$ cat src/rtl/seq_recognizer_param.sv
// Parametrised serial sequence recognizer with Mealy and registered match outputs.
// Optional saturating match counter enabled by defining SEQ_MATCH_CNT_EN.
module seq_recognizer_param #(
    parameter int             LEN     = 4,
    parameter logic [LEN-1:0] PATTERN = 4'b1011,
    parameter int             OVERLAP = 1,
    parameter int             CNT_W   = 8
) (
    input  logic clk,
    input  logic rst,
    input  logic x,
    input  logic x_valid,
    output logic z,
    output logic z_reg
`ifdef SEQ_MATCH_CNT_EN
    ,
    output logic [CNT_W-1:0] match_cnt
`endif
);

    localparam int FW = $clog2(LEN);
    localparam logic [FW-1:0] FULL = FW'(LEN - 1);

    // Reject illegal configurations at elaboration time.
    if (LEN < 2 || LEN > 16 || CNT_W < 1) begin : g_bad_cfg
        $error("seq_recognizer_param: illegal LEN or CNT_W");
    end

    logic [LEN-2:0] hist;
    logic [LEN-2:0] hist_next;
    logic [FW-1:0]  fill;
    logic [FW-1:0]  fill_next;
    logic [LEN-1:0] cand;
    logic           hit;

    // Candidate window is the stored history plus the bit on the wire.
    always_comb begin
        cand = {hist, x};
        hit  = x_valid && (fill == FULL) && (cand == PATTERN) && !rst;
        z    = hit;
    end

    // Shift in the new bit and saturate fill; non-overlap restarts history.
    always_comb begin
        hist_next = hist;
        fill_next = fill;
        if (x_valid) begin
            hist_next = cand[LEN-2:0];
            fill_next = (fill == FULL) ? FULL : fill + 1'b1;
            if (OVERLAP == 0 && hit) begin
                hist_next = '0;
                fill_next = '0;
            end
        end
    end

    // History and fill registers, cleared immediately on reset.
    always_ff @(posedge clk or posedge rst) begin
        if (rst) begin
            hist <= '0;
            fill <= '0;
        end else begin
            hist <= hist_next;
            fill <= fill_next;
        end
    end

    // Registered match: a one-cycle pulse following each hit.
    always_ff @(posedge clk or posedge rst) begin
        if (rst) z_reg <= 1'b0;
        else     z_reg <= hit;
    end

`ifdef SEQ_MATCH_CNT_EN
    // Saturating count of matches, cleared only by reset.
    always_ff @(posedge clk or posedge rst) begin
        if (rst)                        match_cnt <= '0;
        else if (hit && match_cnt != '1) match_cnt <= match_cnt + 1'b1;
    end
`endif

endmodule

$ cat config.mk
export PLATFORM = sky130hd
export DESIGN_NAME = seq_recognizer_param
export DESIGN_NICKNAME = d
export VERILOG_FILES = /design/src/rtl/seq_recognizer_param.sv
export SDC_FILE = /design/constraint.sdc
export NUM_CORES = 1
export LEC_CHECK = 0
export CORE_AREA = 2 2 39 41
export DETAILED_ROUTE_END_ITERATION = 10
export DIE_AREA = 0 0 41 43
export MAX_ROUTING_LAYER = met4
export RECOVER_POWER = 25
export SLEW_MARGIN = 20
export SYNTH_ARGS = -nofsm -noshare
export SYNTH_HDL_FRONTEND = slang
export SYNTH_SLANG_ARGS = --single-unit
$ cat constraint.sdc
create_clock -name clk -period 1 [get_ports clk]
set_input_delay 0.2 -clock clk [delete_from_list [all_inputs] [get_ports clk]]
set_output_delay 0.2 -clock clk [all_outputs]
set_load 0.01 [all_outputs]
==> flow_summary.json <==
{
  "cp-end-kind": "primary output",
  "dr.pass1.iters": 1,
  "dieHeight_um": 43,
  "synth.distinct_cells": 9,
  "die_x_um": 41,
  "ant_nets": 0,
  "slowest_delay_ns": 0.58,
  "area_delta_synth_final_pct": 59.2,
  "clock_path_buffers": 2,
  "clk_pin_slew_ns": 0.04,
  "nFillCells": 149,
  "finalSetupViolations": 2,
  "worstSetupPathType": "input port to primary output",
  "slowest_stage": "dlygate4sd3_1",
  "hold_slack_ns": 0.380,
  "fin_area_sq_um": 380,
  "final_layout_size_suffix_gt1_share_pct": 56.7,
  "violations": "setup timing",
  "h-tree-depth": 1,
  "wire_per_inst_um": 11.0,
  "vias": 172,
  "p_leak_nw": 0.181,
  "die_area_sq_um": 1760,
  "worstMarginPinSlew_ns": 0.228,
  "diodes": 0,
  "dpl_cell_area_sq_um": 363,
  "grt_first_pass_wirelength_um": 814,
  "cts_made_buffers": 3,
  "row_count": 14,
  "setup.worst_path.start_class": "input port",
  "cp_cell_sequence": "dlygate4sd3_1, nor4b_4, buf_2",
  "synthCells": 16,
  "holdBufCountCts": 0,
  "globalRoute.totalOverflow": 0,
  "cts.sinks": 6,
  "crit_family": "buffers and inverters",
  "hold_path.class": "input port to async pin",
  "cts_tree": "yes",
  "yosysSeqAreaShare_pct": 62.8,
  "rsz0062_at_grt": "true",
  "max_freq_mhz": 687,
  "dp_cells": 43,
  "initial_utilization_pct": 17.3,
  "cts_root_buf": "clkbuf_4",
  "avgSynthCellArea_sq_um": 14.9,
  "largest_register_ff_count": 3,
  "final_cells": 46,
  "grtUsageTotal_pct": 7.87,
  "status": "complete, but fails checks",
  "pre_cts_ws_ns": -0.868,
  "cap_viol_max_count": 0,
  "grt_max_degree": 7,
  "clk_latency_ns": 0.24,
  "antenna_found_initial": 0,
  "cp.arrival_ns": 1.26,
  "synth_warnings": 0,
  "drtIter0Drc": 0,
  "cp.required_ns": 0.80,
  "avgViaCountPerCell": 3.74,
  "hold_viol_final": 0,
  "first_global_vias": 208,
  "synth_area_sq_um": 239,
  "maxSlewViolCount": 0,
  "fin_ws_ns": -0.456,
  "ir_drop_mv": 0.484,
  "finClkSkew_ns": 0.00234,
  "p_total_mw": 0.568,
  "cp_max_fo": 2,
  "place_congestion": 0.621,
  "io_pins": 6,
  "wirelength_um": 507,
  "syn-num-nets": 20,
  "slew_headroom_pct": 84.8,
  "fin_crit_ns": 1.46,
  "ys_ff_latch": 6,
  "drc": 0,
  "power_density_nw_per_um2": 1490,
  "period_share_pct": 146,
  "final_nets": 36,
  "core_sq_um": 1380,
  "crit_buf_inv": 2,
  "port_buffers": 5
}
placed cells by master (no fill, tap or decap):
master	count
buf_2	2
buf_4	5
buf_6	1
clkbuf_4	3
dfrtp_1	6
dlygate4sd2_1	1
dlygate4sd3_1	1
dlymetal6s2s_1	1
inv_1	1
mux2_2	3
nand2_2	1
nand4b_1	1
nor2_1	1
nor4b_4	1
o21ba_2	1
or2b_1	1
cell type report:
class | count | area [sq um] | share of cell area, %
Sequential cell | 6 | 150 | 39.5
Multi-Input combinational cell | 9 | 93.8 | 24.7
Timing Repair Buffer | 11 | 90.1 | 23.7
Clock buffer | 3 | 22.5 | 5.92
Tap cell | 16 | 20.0 | 5.26
Inverter | 1 | 3.75 | 0.987
worst paths after layout:
path | start | endpoint | slack [ns] | cells past startpoint
min in group clk | x | hist[0] | 0.38 | 2
max | rst | z | -0.46 | 3
max reg2reg | hist[1] | z_reg | -0.04 | 3
min reg2reg | hist[2] | hist[2] | 0.52 | 1
min | rst | fill[0] | 0.38 | 2
max in group asynchronous | rst | hist[1] | 0.43 | 2
power by group:
part | switching, mW | internal (mW) | leakage [nW] | total [mW]
registers | 0.00944 | 0.263 | 0.0666 | 0.272
clock network | 0.0803 | 0.135 | 0.0138 | 0.216
logic | 0.0299 | 0.0507 | 0.101 | 0.0806
kinds of logic after synthesis:
group	after synthesis	synth area share (%)
compound gates	1	4.19
buf+inv	1	1.57
flops	6	62.8
mux	3	14.1
simple gates	5	17.3
metrics by stage:
step / utilization [%] / setup TNS, ns
2_1_floorplan: - / -0.0561
3_3_place_gp: 26.2 / -2.43
3_5_place_dp: 26.2 / -2.47
4_1_cts: 27.0 / -0.576
5_1_grt: 27.5 / -0.640
6_report: 27.5 / -0.499
cell usage after synthesis (all sizes together):
cell type  instances  area, sq um
inv                1         3.75
dfrtp              6          150
nand2              1         6.26
nor2               1         3.75
o21ba              1         10.0
or2b               1         7.51
nor4b              1         15.0
mux2               3         33.8
nand4b             1         8.76
worst register-to-register path, stage by stage, from the launching register on:
cell and delay (ns):
dfrtp_1 0.37, nand4b_1 0.22, nor4b_4 0.26, buf_4 0.14
metal layers:
layer  track usage, %  vias up  wire length (um)
met4             8.00        0                 0
met3             3.66        0                58
met5                -        -                 0
li1                 -       84                 -
met1             8.20       82               205
met2             10.0        6               243
timing repair:
| item | CTS | global route |
|---|---|---|
| pin swaps | 0 | 0 |
| setup buffers | 1 | 0 |
| resized for setup | 9 | 2 |
| setup endpoints to repair | 6 | 5 |
Note: power is estimated with default switching activity, not from simulation.
